## src/rtl/missile_pkg.sv

```systemverilog
// Shared types and constants for the missile slot scheduler and its per-slot lifecycle FSM.
package missile_pkg;

   typedef enum logic [1:0] {
      SLOT_IDLE,
      SLOT_FLIGHT,
      SLOT_EXPLODE
   } slot_state_e;

   localparam int unsigned Y_W     = 10;
   localparam int unsigned FRAME_W = 3;

   localparam logic [Y_W-1:0] GROUND_Y_DEFAULT = 10'd390;

   localparam int unsigned REQ_PLAYER = 0;
   localparam int unsigned REQ_ENEMY  = 1;

endpackage

```

## src/rtl/missile_slot_fsm.sv

```systemverilog
// Lifecycle of one missile slot: IDLE -> FLIGHT -> EXPLODE -> IDLE, with a
// frame-timed explosion counter and a flight arm flag that masks stale Y.
module missile_slot_fsm
   import missile_pkg::*;
#(
   parameter logic [Y_W-1:0] GROUND_Y       = GROUND_Y_DEFAULT,
   parameter int unsigned    EXPLODE_FRAMES = 6
) (
   input  logic               Clk,
   input  logic               Reset,
   input  logic               frame_tick,
   input  logic               alloc,
   input  logic               hit,
   input  logic [Y_W-1:0]     y,
   output logic               active,
   output logic               exploding,
   output logic [FRAME_W-1:0] explode_frame,
   output logic               idle,
   output logic               idle_next_c
);

   localparam logic [FRAME_W-1:0] LAST_FRAME = FRAME_W'(EXPLODE_FRAMES - 1);

   slot_state_e        state;
   slot_state_e        state_next;
   logic               armed;
   logic               armed_next;
   logic [FRAME_W-1:0] frame_next;

   // Next-state: hit always detonates; ground only once a frame has passed in flight.
   always_comb begin
      state_next = state;
      armed_next = armed;
      frame_next = explode_frame;
      case (state)
         SLOT_IDLE: begin
            if (alloc) begin
               state_next = SLOT_FLIGHT;
               armed_next = 1'b0;
            end
         end
         SLOT_FLIGHT: begin
            if (frame_tick) armed_next = 1'b1;
            if (hit || (armed && (y >= GROUND_Y))) begin
               state_next = SLOT_EXPLODE;
               frame_next = '0;
            end
         end
         SLOT_EXPLODE: begin
            if (frame_tick) begin
               if (explode_frame == LAST_FRAME) begin
                  state_next = SLOT_IDLE;
                  frame_next = '0;
               end else begin
                  frame_next = explode_frame + FRAME_W'(1);
               end
            end
         end
         default: state_next = SLOT_IDLE;
      endcase
      idle_next_c = (state_next == SLOT_IDLE);
   end

   always_ff @(posedge Clk or posedge Reset) begin
      if (Reset) begin
         state         <= SLOT_IDLE;
         armed         <= 1'b0;
         explode_frame <= '0;
         active        <= 1'b0;
         exploding     <= 1'b0;
         idle          <= 1'b1;
      end else begin
         state         <= state_next;
         armed         <= armed_next;
         explode_frame <= frame_next;
         active        <= (state_next == SLOT_FLIGHT);
         exploding     <= (state_next == SLOT_EXPLODE);
         idle          <= idle_next_c;
      end
   end

endmodule

```

## src/rtl/missile_slot_scheduler.sv

```systemverilog
// Shares a pool of missile slots between player and enemy requesters with
// round-robin arbitration, and runs every slot through its lifecycle FSM.
module missile_slot_scheduler
   import missile_pkg::*;
#(
   parameter int unsigned    N_SLOTS        = 4,
   parameter int unsigned    SLOT_W         = 2,
   parameter logic [Y_W-1:0] GROUND_Y       = GROUND_Y_DEFAULT,
   parameter int unsigned    EXPLODE_FRAMES = 6
) (
   input  logic                       Clk,
   input  logic                       Reset,
   input  logic                       frame_tick,
   input  logic [1:0]                 req,
   output logic [1:0]                 grant,
   output logic [SLOT_W-1:0]          grant_slot,
   output logic [N_SLOTS-1:0]         launch,
   input  logic [N_SLOTS-1:0]         hit,
   input  logic [N_SLOTS*Y_W-1:0]     missile_y,
   output logic [N_SLOTS-1:0]         active,
   output logic [N_SLOTS-1:0]         exploding,
   output logic [N_SLOTS*FRAME_W-1:0] explode_frame,
   output logic                       pool_full
);

   logic                rr_ptr;
   logic [N_SLOTS-1:0]  idle;
   logic [N_SLOTS-1:0]  idle_next_c;
   logic [N_SLOTS-1:0]  alloc_c;
   logic                alloc_en_c;
   logic                winner_c;
   logic [SLOT_W-1:0]   free_slot_c;

   // Lowest-index idle slot; scanning downward lets the lowest index win.
   always_comb begin
      free_slot_c = '0;
      for (int i = int'(N_SLOTS) - 1; i >= 0; i--) begin
         if (idle[i]) free_slot_c = SLOT_W'(i);
      end
   end

   // A lone requester wins outright; contention goes to rr_ptr.
   always_comb begin
      case (req)
         2'b01:   winner_c = 1'(REQ_PLAYER);
         2'b10:   winner_c = 1'(REQ_ENEMY);
         default: winner_c = rr_ptr;
      endcase
      alloc_en_c = (req != 2'b00) && (|idle);
      alloc_c    = alloc_en_c ? (N_SLOTS'(1) << free_slot_c) : '0;
   end

   for (genvar g = 0; g < N_SLOTS; g++) begin : g_slot
      missile_slot_fsm #(
         .GROUND_Y       (GROUND_Y),
         .EXPLODE_FRAMES (EXPLODE_FRAMES)
      ) u_fsm (
         .Clk           (Clk),
         .Reset         (Reset),
         .frame_tick    (frame_tick),
         .alloc         (alloc_c[g]),
         .hit           (hit[g]),
         .y             (missile_y[g*Y_W +: Y_W]),
         .active        (active[g]),
         .exploding     (exploding[g]),
         .explode_frame (explode_frame[g*FRAME_W +: FRAME_W]),
         .idle          (idle[g]),
         .idle_next_c   (idle_next_c[g])
      );
   end

   always_ff @(posedge Clk or posedge Reset) begin
      if (Reset) begin
         grant      <= 2'b00;
         grant_slot <= '0;
         launch     <= '0;
         rr_ptr     <= 1'(REQ_PLAYER);
         pool_full  <= 1'b0;
      end else begin
         grant      <= alloc_en_c ? (2'b01 << winner_c) : 2'b00;
         grant_slot <= alloc_en_c ? free_slot_c : '0;
         launch     <= alloc_c;
         pool_full  <= ~|idle_next_c;
         if (alloc_en_c) rr_ptr <= ~winner_c;
      end
   end

endmodule

```

## config.mk

```make
export PLATFORM = sky130hd
export DESIGN_NAME = missile_slot_scheduler
export DESIGN_NICKNAME = d
export VERILOG_FILES = /design/src/rtl/missile_pkg.sv /design/src/rtl/missile_slot_fsm.sv /design/src/rtl/missile_slot_scheduler.sv
export SDC_FILE = /design/constraint.sdc
export NUM_CORES = 1
export LEC_CHECK = 0
export CORE_MARGIN = 3
export CORE_UTILIZATION = 48
export DETAILED_ROUTE_END_ITERATION = 10
export MAX_ROUTING_LAYER = met4
export PLACE_DENSITY = 0.85
export SETUP_SLACK_MARGIN = 0.02
export SLEW_MARGIN = 20
export SYNTH_ARGS = -nofsm -noshare
export SYNTH_HDL_FRONTEND = slang
export SYNTH_SLANG_ARGS = --single-unit
```

## constraint.sdc

```tcl
create_clock -name Clk -period 4 [get_ports Clk]
set_input_delay 0.8 -clock Clk [delete_from_list [all_inputs] [get_ports Clk]]
set_output_delay 0.8 -clock Clk [all_outputs]
set_load 0.03 [all_outputs]
```

==> metrics.md, run 1 <==
| Metric | Value |
|---|---|
| Status | completed |
| DR vias/cell | approximately 5.5 |
| Placed inst area | approximately 0.0028 mm^2 |
| Mapped Nets | about 250 |
| Layout area overhead | 37.83% |
| WHS | 0.4991 ns |
| Finished Layout Cells | roughly 320 |
| H-tree depth | 2 |
| Slew HR | 38.74% |
| CP Cell Sequence | clkdlybuf4s50_1 |
| Cts hold-fix bufs | 0 |
| Sequential Area | 0.001156 mm^2 |
| Post-route DRC violation count | 0 |
| Vias in the first global route | approximately 1800 |
| Placed insts | just over 300 |
| Synth Area per Inst | 10.78 um^2 |
| Pwr/cell area | 719.1 mW/mm^2 |
| Top-count cell post-synth | dfrtp_1 |
| Setup Buffers After CTS | 0 |
| Static leakage | ~1.3 nW |
| Final Setup Violations | 0 |
| Clock root cell | clkbuf_8 |
| Syn Std Cell Area | 0.002123 mm^2 |
| Clk sink count | 46 |
| IO Port Bufs | 73 |
| Initial Utilization | 51.24% |
| Crit start category | flip-flop |
| RSZ-0062 raised after global routing | no |
| Bufs and invs on worst path | 1 |
| CTS tree | done |
| All-Layer GR Usage | 19.11% |
| Routed WL per cell | roughly 15 um |
| Yosys warning count | 0 |
| # IOs | about 80 |
| Largest area contributor in the netlist | dfrtp_1 |
| # resized after CTS | 0 |
| Top FF cell, synth | dfrtp_1 |
| Critical path fanouts, max | 6 |
| Share of post-route cells with drive strength above 1 | under 10% |
| Netlist cell types | 40 |
| Final Max Slew Viols | 0 |
| Synth area leaders | dfrtp_1 49%, a21o_1 5.7%, dfstp_2 4.9%, a211oi_1 3.5%, buf_4 2.8% |
| Worst min-delay path class | flip-flop to flip-flop |
| Initial antenna violation count | 0 |
| Required @ worst endpoint | around 3.2 ns |
| Area of the multi-input gates | between 800 and 900 um^2 |
| Synth cell count leaders | 42 x dfrtp_1, 16 x a21o_1, 16 x nand2_1 |
| Worst-margin pin slew | slightly above 0.9 ns |
| First-pass DRT Iterations | 4 |
| Sequential-to-total area share from yosys stat | a little over half |
| Top Family by Delay on Critical Path | buffers and inverters |
| Cells after synthesis | ~200 |
| Tmin final | 2.269 ns |
| Clock-pin slew on the worst setup and hold paths | ~0.080 ns |
| Arr. time, crit path | ~1.5 ns |
| Period utilization | between 50 and 60% |
| CTS buffer count | 5 |
| Final Power | ~2.1 mW |
| Largest buffer count on any clock path | 2 |
| # diodes | 0 |
| Final hold violations | 0 |
| Fin Setup TNS | 0 ns |
| Skew final | 0.005506 ns |
| Async SR Flop Fraction | 100.0% |
| Die H | around 73 um |
| Peak VDD IR | around 0.43 mV |
| Critical Path Slowest Stage Cell | clkdlybuf4s50_1 |
| Core area | 0.004144 mm^2 |
| Post-synth EDFFs | 0 |
| # rows | 23 |
| Final global-route overflow total | 0 |
| First-pass GRT wire length | ~7600 um |
| Share of the synthesized area in the top cell type | 49.50% |
| Max Cap Violations | 0 |
| Die W | between 70 and 80 um |
| Slowest Stage Delay on Critical Path | around 0.71 ns |
| Pin count of the biggest net entering global routing | between 40 and 50 |
| Antenna Violating Nets Remaining | 0 |
| Slack of the critical path | 1.731 ns |
| R2R Setup Slk | ~2.5 ns |
| Post-place setup slack | 1.484 ns |
| Fin area | roughly 0.0029 mm^2 |
| Max Clk Rate | 0.4407 GHz |
| Crit Path Category | flip-flop to output port |
| CP Capture Type | output port |
| Full die area | around 0.0053 mm^2 |
| Total Nets Final | about 320 |
| Via count | 1754 |
| Worst skew pair latency | approximately 0.30 ns |
| Yosys reg bits | 46 |
| Initial drt markers | roughly 120 |
| Detailed placement HPWL | between 3000 and 4000 um |
| RePlAce Congestion | about 0.73 |
| Fillers | between 300 and 400 |
| Fin util | between 70% and 80% |
| WL final | roughly 4700 um |
-- state kept, by name, indices dropped and copies added (netlist names) --
name                        flops
launch                          4
pool_full                       1
g_slot.u_fsm.idle               4
grant                           2
g_slot.u_fsm.armed              4
g_slot.u_fsm.active             4
g_slot.u_fsm.explode_frame     12
rr_ptr                          1
grant_slot                      2
g_slot.u_fsm.exploding          4
g_slot.u_fsm.state              8
-- report_power, final --
part	switching (mW)	leakage [nW]	internal, mW
Clock	0.146	0.0395	0.124
Combinational	0.546	0.680	0.445
Sequential	0.169	0.582	0.675
Total	0.861	1.30	1.24
-- path summary, 6_finish.rpt --
kind | startpoint | endpoint | depth (start not counted)
max | g_slot[0].u_fsm.explode_frame[0]$_DFFE_PP0P_ | explode_frame[0] | 1
min | g_slot[3].u_fsm.state[1]$_DFF_PP0_ | g_slot[3].u_fsm.active$_DFF_PP0_ | 1
max reg2reg | g_slot[3].u_fsm.idle$_DFF_PP1_ | pool_full$_DFF_PP0_ | 4
min reg2reg | g_slot[3].u_fsm.state[1]$_DFF_PP0_ | g_slot[3].u_fsm.active$_DFF_PP0_ | 1
max in group asynchronous | Reset | g_slot[1].u_fsm.explode_frame[0]$_DFFE_PP0P_ | 2
min in group asynchronous | Reset | g_slot[3].u_fsm.state[0]$_DFF_PP0_ | 2
-- layout by cell type (no fill, tap or decap), types with 5 or more instances in the layout --
master / instances
nor2_1: 11
dfrtp_1: 42
inv_1: 9
a21o_1: 16
a21oi_1: 9
a211oi_1: 10
clkdlybuf4s50_1: 73
clkbuf_8: 5
nand3_1: 5
nand2_1: 16
-- worst reg2reg max path, delay by kind of cell (launching register included) --
kind / cells / cell delay [ns]
flip-flops: 1 / 0.53
AND/OR/NAND/NOR: 2 / 0.53
AO/OA/AOI/OAI: 2 / 0.34
-- final cells by class --
cell class	count	share of cell area, %
Multi-Input combinational cell	130	29.24
Clock buffer	8	2.736
Tap cell	50	2.138
Timing Repair Buffer	73	24.97
Inverter	11	1.411
Sequential cell	46	39.50
-- logic make-up (layout without fill, tap and decap cells) --
logic type,after synthesis,in the layout,share of synthesized area [%]
XOR/XNOR,3,3,1.238
buffers and inverters,21,92,5.245
adder cells (fa/ha/maj),2,2,1.178
AO/OA/AOI/OAI,60,60,20.45
flip-flops,46,46,54.45
AND/OR/NAND/NOR,64,64,16.97
multiplexers,1,1,0.4714
-- per-layer routing --
layer	wire, um	vias up	track usage, %
met4	59	0	6.557
met1	1884	840	21.75
met5	0	-	-
met3	374	7	4.848
li1	-	842	-
met2	2347	65	32.76
Note: power is estimated with default switching activity, not from simulation.
==> run 2, diff against run 1 <==
Settings changed: CORE_UTILIZATION 48 to 44, PLACE_DENSITY 0.85 to 0.78.
Clock period 4 ns to 2.1 ns, I/O delays scaled along.
==> run 2 against run 1 <==
Total power is 94% higher. Via count is 0.97% higher. Setup slack worse by 1.5 ns. Clock skew decreased by 0.0016 ns. Clock power grew 100%. Global-route usage down 1.1 points. Sequential share of layout area fell by 1.1 points. Combinational power is 95% higher. Hold slack worse by 0.093 ns. Critical path depth stayed put. Critical endpoint unchanged. Largest cell class unchanged. Highest routed layer unchanged.
==> metrics.md, run 2 (same netlist as run 1, synthesis figures left out) <==
| Metric | Value |
|---|---|
| Status | completed (unchanged) |
| Max reg flops | 12 (unchanged) |
| First-pass DRT Iterations | 4 (unchanged) |
| Top reg by flops | g_slot.u_fsm.explode_frame (unchanged) |
| Worst-margin pin slew | 0.3589 ns (was 0.9176 ns) |
| Worst skew pair latency | 0.30 ns (about the same) |
| Largest buffer count on any clock path | 2 (unchanged) |
| Required @ worst endpoint | 1.68 ns (was 3.20 ns) |
| Initial antenna violation count | 0 (unchanged) |
| DR vias/cell | 5.383 (was 5.516) |
| Crit start category | flip-flop (unchanged) |
| Skew final | 0.003859 ns (was 0.005506 ns) |
| Vias in the first global route | 1737 (was 1788) |
| Peak VDD IR | 0.8243 mV (was 0.4304 mV) |
| Pin count of the biggest net entering global routing | 18 (was 47) |
| Max Cap Violations | 0 (unchanged) |
| Core area | 0.004504 mm^2 (was 0.004144 mm^2) |
| Die W | 75.47 um (was 72.51 um) |
| Fin Setup TNS | 0 ns (unchanged) |
| Slowest Stage Delay on Critical Path | 0.71 ns (about the same) |
| Clock-pin slew on the worst setup and hold paths | 0.08 ns (about the same) |
| Biggest regs | g_slot.u_fsm.explode_frame: 12 flops, g_slot.u_fsm.state: 8 flops (unchanged) |
| Placed inst area | 0.002917 mm^2 (was 0.002846 mm^2) |
| Via count | 1771 (was 1754) |
| Max Clk Rate | between 0.5 and 0.6 GHz |
| Final hold violations | 0 (unchanged) |
| Clock root cell | clkbuf_8 (unchanged) |
| CP Capture Type | output port (unchanged) |
| All-Layer GR Usage | 18.01% (was 19.11%) |
| Post-place setup slack | 0.02984 ns (was 1.484 ns) |
| Worst min-delay path class | input pin to asynchronous set/reset pin (was flip-flop to flip-flop) |
| Critical path fanouts, max | 6 (unchanged) |
| Initial drt markers | 129 (was 115) |
| Detailed placement HPWL | 3634 um (was 3489 um) |
| Clk sink count | 46 (unchanged) |
| Slack of the critical path | 0.2182 ns (was 1.731 ns) |
| Layout area overhead | 41.66% (was 37.83%) |
| RSZ-0062 raised after global routing | no (unchanged) |
| Final Setup Violations | 0 (unchanged) |
| Commonest non-fill, non-tap cell in the layout | clkdlybuf4s50_1 (unchanged) |
| Post-route DRC violation count | 0 (unchanged) |
| Routed WL per cell | 14.15 um (was 14.67 um) |
| Slew HR | 76.04% (was 38.74%) |
| Share of post-route cells with drive strength above 1 | 10.47% (was 6.716%) |
| Antenna Violating Nets Remaining | 0 (unchanged) |
| # diodes | 0 (unchanged) |
| First-pass GRT wire length | 7562 um (was 7603 um) |
| Full die area | 0.005695 mm^2 (was 0.005258 mm^2) |
| CTS buffer count | 5 (unchanged) |
| Final global-route overflow total | 0 (unchanged) |
| CP Cell Sequence | clkdlybuf4s50_1 (unchanged) |
| Total Nets Final | 327 (was 318) |
| Initial Utilization | 47.14% (was 51.24%) |
| Top Family by Delay on Critical Path | buffers and inverters (unchanged) |
| RePlAce Congestion | 0.8043 (was 0.7336) |
| Crit Path Category | flip-flop to output port (unchanged) |
| Arr. time, crit path | 1.46 ns (was 1.47 ns) |
| # rows | 24 (was 23) |
| Static leakage | 1.354 nW (was 1.302 nW) |
| Setup Buffers After CTS | 0 (unchanged) |
| Bufs and invs on worst path | 1 (unchanged) |
| Fillers | 388 (was 328) |
| IO Port Bufs | 73 (unchanged) |
| WL final | 4656 um (was 4666 um) |
| # IOs | 78 (unchanged) |
| Fin area | 0.003008 mm^2 (was 0.002927 mm^2) |
| Critical Path Slowest Stage Cell | clkdlybuf4s50_1 (unchanged) |
| Pwr/cell area | 1359 mW/mm^2 (was 719.1 mW/mm^2) |
| H-tree depth | 2 (unchanged) |
| Most frequent cells in the layout | 73 x clkdlybuf4s50_1, 42 x dfrtp_1, 16 x a21o_1, 16 x nand2_1, 11 x nor2_1 (unchanged) |
| CTS tree | done (unchanged) |
| Period utilization | 89.61% |
| Final Max Slew Viols | 0 (unchanged) |
| Die H | 75.47 um (was 72.51 um) |
| # resized after CTS | 0 (unchanged) |
| Tmin final | approximately 1.9 ns |
| Cts hold-fix bufs | 0 (unchanged) |
[run 2: report_power, final]
group	total (mW)	switching, mW	leakage, nW	internal (mW)
logic	1.93	1.04	0.724	0.896
registers	1.60	0.319	0.582	1.28
clock network	0.550	0.284	0.0482	0.266
total	4.09	1.64	1.35	2.45
[run 2: per-layer routing]
layer / part of all wire [%] / track usage [%] / wire [um]
met5: 0 / - / 0
met4: 1.2 / 5.243 / 54
met3: 7.4 / 4.485 / 344
met2: 51 / 30.68 / 2353
met1: 41 / 21.07 / 1904
[run 2: stage by stage]
step,instances,util [%],power (mW),hold WS [ns]
6_report,329,66.78,4.088,0.4056
2_1_floorplan,197,-,2.855,0.4612
5_1_grt,329,66.78,4.393,0.4233
3_3_place_gp,321,64.75,3.518,0.4821
4_1_cts,329,66.78,4.131,0.4071
3_5_place_dp,321,64.75,3.572,0.4900
[run 2: path summary, 6_finish.rpt]
path / start / to / slack [ns] / cells past startpoint
max in group asynchronous: Reset / g_slot[3].u_fsm.idle$_DFF_PP1_ / 1.11 / 3
worst max register to register: g_slot[3].u_fsm.idle$_DFF_PP1_ / pool_full$_DFF_PP0_ / 0.65 / 4
min in group Clk: g_slot[0].u_fsm.state[1]$_DFF_PP0_ / g_slot[0].u_fsm.state[0]$_DFF_PP0_ / 0.50 / 1
worst max-delay path: g_slot[0].u_fsm.explode_frame[0]$_DFFE_PP0P_ / explode_frame[0] / 0.22 / 1
worst min register to register: g_slot[0].u_fsm.state[1]$_DFF_PP0_ / g_slot[0].u_fsm.state[0]$_DFF_PP0_ / 0.50 / 1
worst min-delay path: Reset / g_slot[3].u_fsm.explode_frame[1]$_DFFE_PP0P_ / 0.41 / 2
[run 2: area by class of cell]
| cell class | instances | area (um^2) | share of cell area (%) |
|---|---|---|---|
| clock buffers | 7 | 86.33 | 2.870 |
| inverters | 11 | 41.29 | 1.373 |
| well taps | 52 | 65.06 | 2.163 |
| clock inverters | 1 | 5.005 | 0.1664 |
| flip-flops and latches | 46 | 1156 | 38.44 |
| multi-input cells | 130 | 855.8 | 28.45 |
| repair buffers | 82 | 798.3 | 26.54 |
